--- src/rtl/mul_sign_ctrl_if.sv ---
// rtl/mul_sign_ctrl_if.sv - request, response and multiplier handshake bundle for mul_sign_ctrl
interface mul_sign_ctrl_if;
    logic        valid_i;
    logic        ready_o;
    logic [1:0]  op_i;
    logic [31:0] rs1_i;
    logic [31:0] rs2_i;
    logic        flush_i;
    logic        valid_o;
    logic        ready_i;
    logic [31:0] result_o;
    logic        err_o;
    logic [31:0] mul_a_o;
    logic [31:0] mul_b_o;
    logic        mul_start_o;
    logic [63:0] mul_product_i;
    logic        mul_done_i;

    modport slave (
        input  valid_i, op_i, rs1_i, rs2_i, flush_i, ready_i, mul_product_i, mul_done_i,
        output ready_o, valid_o, result_o, err_o, mul_a_o, mul_b_o, mul_start_o
    );

    modport master (
        output valid_i, op_i, rs1_i, rs2_i, flush_i, ready_i, mul_product_i, mul_done_i,
        input  ready_o, valid_o, result_o, err_o, mul_a_o, mul_b_o, mul_start_o
    );
endinterface

--- src/rtl/mul_sign_ctrl.sv ---
// rtl/mul_sign_ctrl.sv - RISC-V MUL/MULH* sequencer around an unsigned 4-cycle multiplier
module mul_sign_ctrl #(
    parameter int TIMEOUT = 15
) (
    input  logic          clk_i,
    input  logic          rst_i,
    mul_sign_ctrl_if.slave bus
);
    localparam int CW = $clog2(TIMEOUT + 1);

    localparam logic [1:0] S_IDLE = 2'd0;
    localparam logic [1:0] S_RUN  = 2'd1;
    localparam logic [1:0] S_FIX  = 2'd2;
    localparam logic [1:0] S_RESP = 2'd3;

    logic [1:0]  state;
    logic [CW-1:0] cnt;
    logic [1:0]  op_q;
    logic        neg_q;
    logic        a_s_q;
    logic        b_s_q;
    logic [31:0] rs1_q;
    logic [31:0] rs2_q;
    logic [63:0] raw64;

    logic        c_valid;
    logic [31:0] c_rs1;
    logic [31:0] c_rs2;
    logic        c_a_s;
    logic        c_b_s;
    logic [63:0] c_prod;

    logic        a_s_in;
    logic        b_s_in;
    logic        a_neg_in;
    logic        b_neg_in;
    logic        accept;
    logic        hit;
    logic [63:0] prod64;

    assign bus.ready_o = (state == S_IDLE);
    assign accept      = bus.valid_i && bus.ready_o;

    always_comb begin
        a_s_in   = (bus.op_i == 2'b01) || (bus.op_i == 2'b10);
        b_s_in   = (bus.op_i == 2'b01);
        a_neg_in = a_s_in & bus.rs1_i[31];
        b_neg_in = b_s_in & bus.rs2_i[31];
        // The low word is the same for any signedness, so MUL ignores the sign key
        hit = c_valid && (c_rs1 == bus.rs1_i) && (c_rs2 == bus.rs2_i) &&
              ((bus.op_i == 2'b00) || ((c_a_s == a_s_in) && (c_b_s == b_s_in)));
        prod64 = neg_q ? -raw64 : raw64;
    end

    always_ff @(posedge clk_i or posedge rst_i) begin
        if (rst_i) begin
            state           <= S_IDLE;
            cnt             <= '0;
            op_q            <= 2'b00;
            neg_q           <= 1'b0;
            a_s_q           <= 1'b0;
            b_s_q           <= 1'b0;
            rs1_q           <= '0;
            rs2_q           <= '0;
            raw64           <= '0;
            c_valid         <= 1'b0;
            c_rs1           <= '0;
            c_rs2           <= '0;
            c_a_s           <= 1'b0;
            c_b_s           <= 1'b0;
            c_prod          <= '0;
            bus.valid_o     <= 1'b0;
            bus.err_o       <= 1'b0;
            bus.result_o    <= '0;
            bus.mul_a_o     <= '0;
            bus.mul_b_o     <= '0;
            bus.mul_start_o <= 1'b0;
        end else if (bus.flush_i) begin
            state           <= S_IDLE;
            bus.mul_start_o <= 1'b0;
            bus.valid_o     <= 1'b0;
            bus.err_o       <= 1'b0;
            if (state == S_RUN) begin
                c_valid <= 1'b0;
            end
        end else begin
            case (state)
                S_IDLE: begin
                    if (accept && hit) begin
                        bus.result_o <= (bus.op_i == 2'b00) ? c_prod[31:0] : c_prod[63:32];
                        bus.valid_o  <= 1'b1;
                        bus.err_o    <= 1'b0;
                        state        <= S_RESP;
                    end else if (accept) begin
                        c_valid         <= 1'b0;
                        op_q            <= bus.op_i;
                        neg_q           <= a_neg_in ^ b_neg_in;
                        a_s_q           <= a_s_in;
                        b_s_q           <= b_s_in;
                        rs1_q           <= bus.rs1_i;
                        rs2_q           <= bus.rs2_i;
                        bus.mul_a_o     <= a_neg_in ? -bus.rs1_i : bus.rs1_i;
                        bus.mul_b_o     <= b_neg_in ? -bus.rs2_i : bus.rs2_i;
                        bus.mul_start_o <= 1'b1;
                        cnt             <= '0;
                        state           <= S_RUN;
                    end
                end
                S_RUN: begin
                    if (bus.mul_done_i) begin
                        raw64           <= bus.mul_product_i;
                        bus.mul_start_o <= 1'b0;
                        state           <= S_FIX;
                    end else if (cnt == CW'(TIMEOUT)) begin
                        bus.mul_start_o <= 1'b0;
                        bus.result_o    <= '0;
                        bus.err_o       <= 1'b1;
                        bus.valid_o     <= 1'b1;
                        state           <= S_RESP;
                    end else begin
                        cnt <= cnt + 1'b1;
                    end
                end
                S_FIX: begin
                    c_valid      <= 1'b1;
                    c_rs1        <= rs1_q;
                    c_rs2        <= rs2_q;
                    c_a_s        <= a_s_q;
                    c_b_s        <= b_s_q;
                    c_prod       <= prod64;
                    bus.result_o <= (op_q == 2'b00) ? prod64[31:0] : prod64[63:32];
                    bus.err_o    <= 1'b0;
                    bus.valid_o  <= 1'b1;
                    state        <= S_RESP;
                end
                default: begin
                    if (bus.ready_i) begin
                        bus.valid_o <= 1'b0;
                        bus.err_o   <= 1'b0;
                        state       <= S_IDLE;
                    end
                end
            endcase
        end
    end
endmodule
--- src/flat_wrapper.sv ---
// flat-port wrapper written by rule: the top's interface ports become plain ports
module mul_sign_ctrl_flat 
#(
    parameter int TIMEOUT = 15
)
  (clk_i, rst_i, bus_valid_i, bus_op_i, bus_rs1_i, bus_rs2_i, bus_flush_i, bus_ready_i, bus_mul_product_i, bus_mul_done_i, bus_ready_o, bus_valid_o, bus_result_o, bus_err_o, bus_mul_a_o, bus_mul_b_o, bus_mul_start_o);
  mul_sign_ctrl_if bus_i ();
  input  logic clk_i;
  input  logic rst_i;
  input wire logic [$bits(bus_i.valid_i)-1:0] bus_valid_i;
  input wire logic [$bits(bus_i.op_i)-1:0] bus_op_i;
  input wire logic [$bits(bus_i.rs1_i)-1:0] bus_rs1_i;
  input wire logic [$bits(bus_i.rs2_i)-1:0] bus_rs2_i;
  input wire logic [$bits(bus_i.flush_i)-1:0] bus_flush_i;
  input wire logic [$bits(bus_i.ready_i)-1:0] bus_ready_i;
  input wire logic [$bits(bus_i.mul_product_i)-1:0] bus_mul_product_i;
  input wire logic [$bits(bus_i.mul_done_i)-1:0] bus_mul_done_i;
  output wire logic [$bits(bus_i.ready_o)-1:0] bus_ready_o;
  output wire logic [$bits(bus_i.valid_o)-1:0] bus_valid_o;
  output wire logic [$bits(bus_i.result_o)-1:0] bus_result_o;
  output wire logic [$bits(bus_i.err_o)-1:0] bus_err_o;
  output wire logic [$bits(bus_i.mul_a_o)-1:0] bus_mul_a_o;
  output wire logic [$bits(bus_i.mul_b_o)-1:0] bus_mul_b_o;
  output wire logic [$bits(bus_i.mul_start_o)-1:0] bus_mul_start_o;
  assign bus_i.valid_i = bus_valid_i;
  assign bus_i.op_i = bus_op_i;
  assign bus_i.rs1_i = bus_rs1_i;
  assign bus_i.rs2_i = bus_rs2_i;
  assign bus_i.flush_i = bus_flush_i;
  assign bus_i.ready_i = bus_ready_i;
  assign bus_i.mul_product_i = bus_mul_product_i;
  assign bus_i.mul_done_i = bus_mul_done_i;
  assign bus_ready_o = bus_i.ready_o;
  assign bus_valid_o = bus_i.valid_o;
  assign bus_result_o = bus_i.result_o;
  assign bus_err_o = bus_i.err_o;
  assign bus_mul_a_o = bus_i.mul_a_o;
  assign bus_mul_b_o = bus_i.mul_b_o;
  assign bus_mul_start_o = bus_i.mul_start_o;
  mul_sign_ctrl #(.TIMEOUT(TIMEOUT)) u_core (.clk_i(clk_i), .rst_i(rst_i), .bus(bus_i));
endmodule
--- config.mk ---
export PLATFORM = sky130hd
export DESIGN_NAME = mul_sign_ctrl_flat
export DESIGN_NICKNAME = d
export VERILOG_FILES = /design/src/rtl/mul_sign_ctrl_if.sv /design/src/rtl/mul_sign_ctrl.sv /design/src/flat_wrapper.sv
export SDC_FILE = /design/constraint.sdc
export NUM_CORES = 1
export LEC_CHECK = 0
export CAP_MARGIN = 20
export CORE_MARGIN = 2
export CORE_UTILIZATION = 56
export CTS_CLUSTER_SIZE = 30
export DETAILED_ROUTE_END_ITERATION = 10
export PLACE_DENSITY = 0.82
export SETUP_SLACK_MARGIN = 0.3
export SKIP_CTS_REPAIR_TIMING = 1
export SYNTH_ARGS = -nofsm -noshare
export SYNTH_HDL_FRONTEND = slang
export SYNTH_SLANG_ARGS = --single-unit
--- constraint.sdc ---
create_clock -name clk_i -period 17.74 [get_ports clk_i]
set_input_delay 5.322 -clock clk_i [delete_from_list [all_inputs] [get_ports clk_i]]
set_output_delay 5.322 -clock clk_i [all_outputs]
set_load 0.02 [all_outputs]
==> impl_metrics.json <==
{
  "run_status": "complete, no violations",
  "cell_internal_power_mw": 2.400,
  "cts_tree": "yes",
  "period_minus_slack_ns": 9.591,
  "start_kind": "primary input",
  "power.net_switching_mw": 1.503,
  "layout_commonest_cell": "nand2_1",
  "worst_ir_drop_vdd_uv": 115.2,
  "critical_path.endpoint_type": "register",
  "clk_latency_ns": 0.54,
  "cts.reportedPaths.clkPinSlew_ns": 0.06,
  "timing.setup.tns_ns": 0,
  "vias_in_the_first_global_route": 14570,
  "nFillCells": 2378,
  "count_of_synthesis_stage_warnings_from_yosys": 0,
  "num_io_pins": 236,
  "setup_repair_after_global_routing_missed_its_margin": "no",
  "timing.critical_path.arrival_ns": 10.01,
  "worstMarginPinSlew_ns": 1.037,
  "wirelength_um": 48960,
  "number_of_flops_mapped_to_enable_cells_by_yosys": 0,
  "slew_headroom_pct": 30.40,
  "initial_utilization_pct": 56.85,
  "route.detailed.vias_per_inst": 5.911,
  "die_y_um": 185.5,
  "antenna_found_initial": 0,
  "n_antenna_cell": 0,
  "clock-root-buffer": "clkbuf_16",
  "num_rows": 66,
  "critPathMaxFanout": 111,
  "post-route-period-util_pct": 54.07,
  "cts_buffer_depth": 3,
  "layout_common_cells": "nand2_1 (402), dfrtp_1 (366), clkdlybuf4s50_1 (235)",
  "ys.flop_type": "dfrtp_1",
  "cts.sinks": 367,
  "place.detailed.hpwl_um": 33910,
  "max_freq_mhz": 104.3,
  "nNetsFinal": 2180,
  "post_drt_wl_per_cell_um": 19.54,
  "crit_type": "in -> reg",
  "gp_congestion": 0.8946,
  "number_of_register_bits_inferred_by_synthesis": 367,
  "power_frac_comb_pct": 39.0,
  "placedCellCount": 2433,
  "power_frac_clock_pct": 21.2,
  "path_cells": "clkdlybuf4s50_1 > xor2_1 > nor4_1 > nand4_1 > or4_1 > o21ai_4 > buf_4 > buf_4 > buf_16 > mux2_2",
  "critical-path-top-cell-by-count": "buf_4",
  "cts-htree-levels": 2,
  "overflow": 0,
  "syn_inst": 1860,
  "seqPwrFrac_pct": 39.8,
  "synth.net_count": 2006,
  "clock_skew_ns": 0.02832,
  "swShare_pct": 38.51,
  "grt_util_all_layers_pct": 28.63,
  "drive_gt1_share_pct": 11.97,
  "vias": 14810,
  "power_per_cell_area_mw_per_mm2": 174.5,
  "design.core.area_mm2": 0.03245,
  "number_of_hold_slack_violations_in_the_final_timing_report": 0,
  "setup_viol_count_final": 0,
  "critical-path-slowest-cell": "or4_1",
  "seq_area_frac_synth_pct": 49.78,
  "tritoncts.num_buffers": 39,
  "dieArea_mm2": 0.03441,
  "drt_first_iter_violations": 1159,
  "post_synthesis_cell_area_mm2": 0.01845,
  "ant_nets": 0,
  "cp.required_ns": 18.16,
  "setup.reg_to_reg.worst_slack_ns": 13.14,
  "maxCapViolCount": 0,
  "fin_total_pwr_mw": 3.904,
  "area_growth_syn_to_layout_pct": 21.24,
  "numPortBuffers": 235,
  "die_w_um": 185.5,
  "post-route-drc-count": 0,
  "share_of_flip_flops_with_an_asynchronous_set_or_reset_after_synthesis_pct": 100.0,
  "timing.final.max_slew_violations": 0,
  "final_cells": 2505,
  "dr_pass1_iterations": 5,
  "power.leakage_nw": 9.703,
  "wire_length_of_the_first_global_routing_pass_um": 77560,
  "netlist-cell-type-count": 67,
  "grt_max_degree": 144,
  "hp-class": "reg -> reg",
  "crit_path_max_incr_delay_ns": 0.70,
  "syn_area_per_cell_um2": 9.919
}
## kinds of logic after synthesis
| family | Yosys count | synth area share, % |
|---|---|---|
| AO/OA/AOI/OAI | 346 | 11.49 |
| flip-flops | 367 | 49.78 |
| multiplexers | 187 | 11.10 |
| AND/OR/NAND/NOR | 620 | 15.08 |
| XOR/XNOR | 182 | 8.640 |
| adder cells (fa/ha/maj) | 10 | 0.6782 |
| buffers and inverters | 148 | 3.228 |
## sequential cells by signal, summed over array words and instances (netlist names), 2 cells and up
register,count
u_core.c_prod,64
u_core.c_rs1,32
u_core.rs2_q,31
u_core.cnt,4
u_core.op_q,2
u_core.raw64,64
u_core.state,2
u_core.bus.mul_a_o,32
u_core.bus.result_o,32
u_core.bus.mul_b_o,32
u_core.rs1_q,31
u_core.c_rs2,32
## final cells by class
cell class	instances	area, µm²	area share (%)
Clock buffer	53	1090	4.872
Clock inverter	17	211.5	0.9453
Inverter	29	116.4	0.5202
Multi-Input combinational cell	1345	8701	38.90
Sequential cell	367	9185	41.06
Tap cell	442	553.0	2.472
Timing Repair Buffer	252	2512	11.23
## critical path, delay by kind of cell
family                 cells  cell delay, ns
buffers and inverters      4            1.92
AND/OR/NAND/NOR            3            1.49
AO/OA/AOI/OAI              1            0.62
multiplexers               1            0.38
XOR/XNOR                   1            0.19
## layer usage
layer	share of wire, %	vias to the layer above	wire length, µm	global-route usage [%]
met2	48	626	23340	46.85
met5	0	-	0	0
met4	3.3	0	1632	10.98
met3	7.2	106	3523	4.578
met1	42	7303	20460	38.52
li1	-	6771	-	-
## path summary, 6_finish.rpt
| check | start | cells after the start | to |
|---|---|---|---|
| max in group asynchronous | rst_i | 4 | u_core.bus.err_o |
| min reg2reg | u_core.rs1_q[12] | 2 | u_core.c_rs1[12] |
| min in group asynchronous | rst_i | 2 | u_core.raw64[22] |
| max | bus_rs2_i[13] | 10 | u_core.rs1_q[20] |
| min | u_core.rs1_q[12] | 2 | u_core.c_rs1[12] |
| max reg2reg | u_core.state[1] | 11 | u_core.rs1_q[20] |
## power by group through the flow
stage               combinational, mW  clock (mW)  sequential, mW
finish                           1.52       0.828            1.55
floorplan                       0.887           0            1.58
detailed placement               1.50           0            1.55
CTS                              1.51       0.836            1.55
global placement                 1.45           0            1.53
global route                     1.66       0.875            1.60
## cell usage after synthesis (13+ instances only)
cell      number  area, µm²
nand2_1      403       1513
dfrtp_1      367       9184
o21ai_0      185      925.9
mux2_2       137       1543
clkbuf_1      97      364.1
xnor2_1       97      849.6
xor2_1        85      744.5
nor2_1        57      214.0
mux2i_1       49      490.5
a21oi_1       43      215.2
inv_1         29      108.9
nor3_1        25      125.1
o31ai_1       23      172.7
or4_1         22      165.2
nor4_1        18      112.6
o41ai_1       16      140.1
nand4_1       15      93.84
o22a_1        15      131.4
or3_1         15      93.84
buf_2         14      70.07
nand3_1       13      65.06
o211ai_1      13      97.59
## per-stage QoR
step           utilization (%)  setup WS [ns]  instance area [µm²]  hold slack [ns]
2_1_floorplan                -          2.229                18450           0.4331
3_3_place_gp             64.77          7.416                21020           0.4394
3_5_place_dp             64.77          7.384                21020           0.4531
4_1_cts                  68.78          7.917                22320           0.4663
5_1_grt                  68.93          8.011                22370           0.4892
6_report                 68.93          8.149                22370           0.4592
Power figures use the tool's default switching activity.
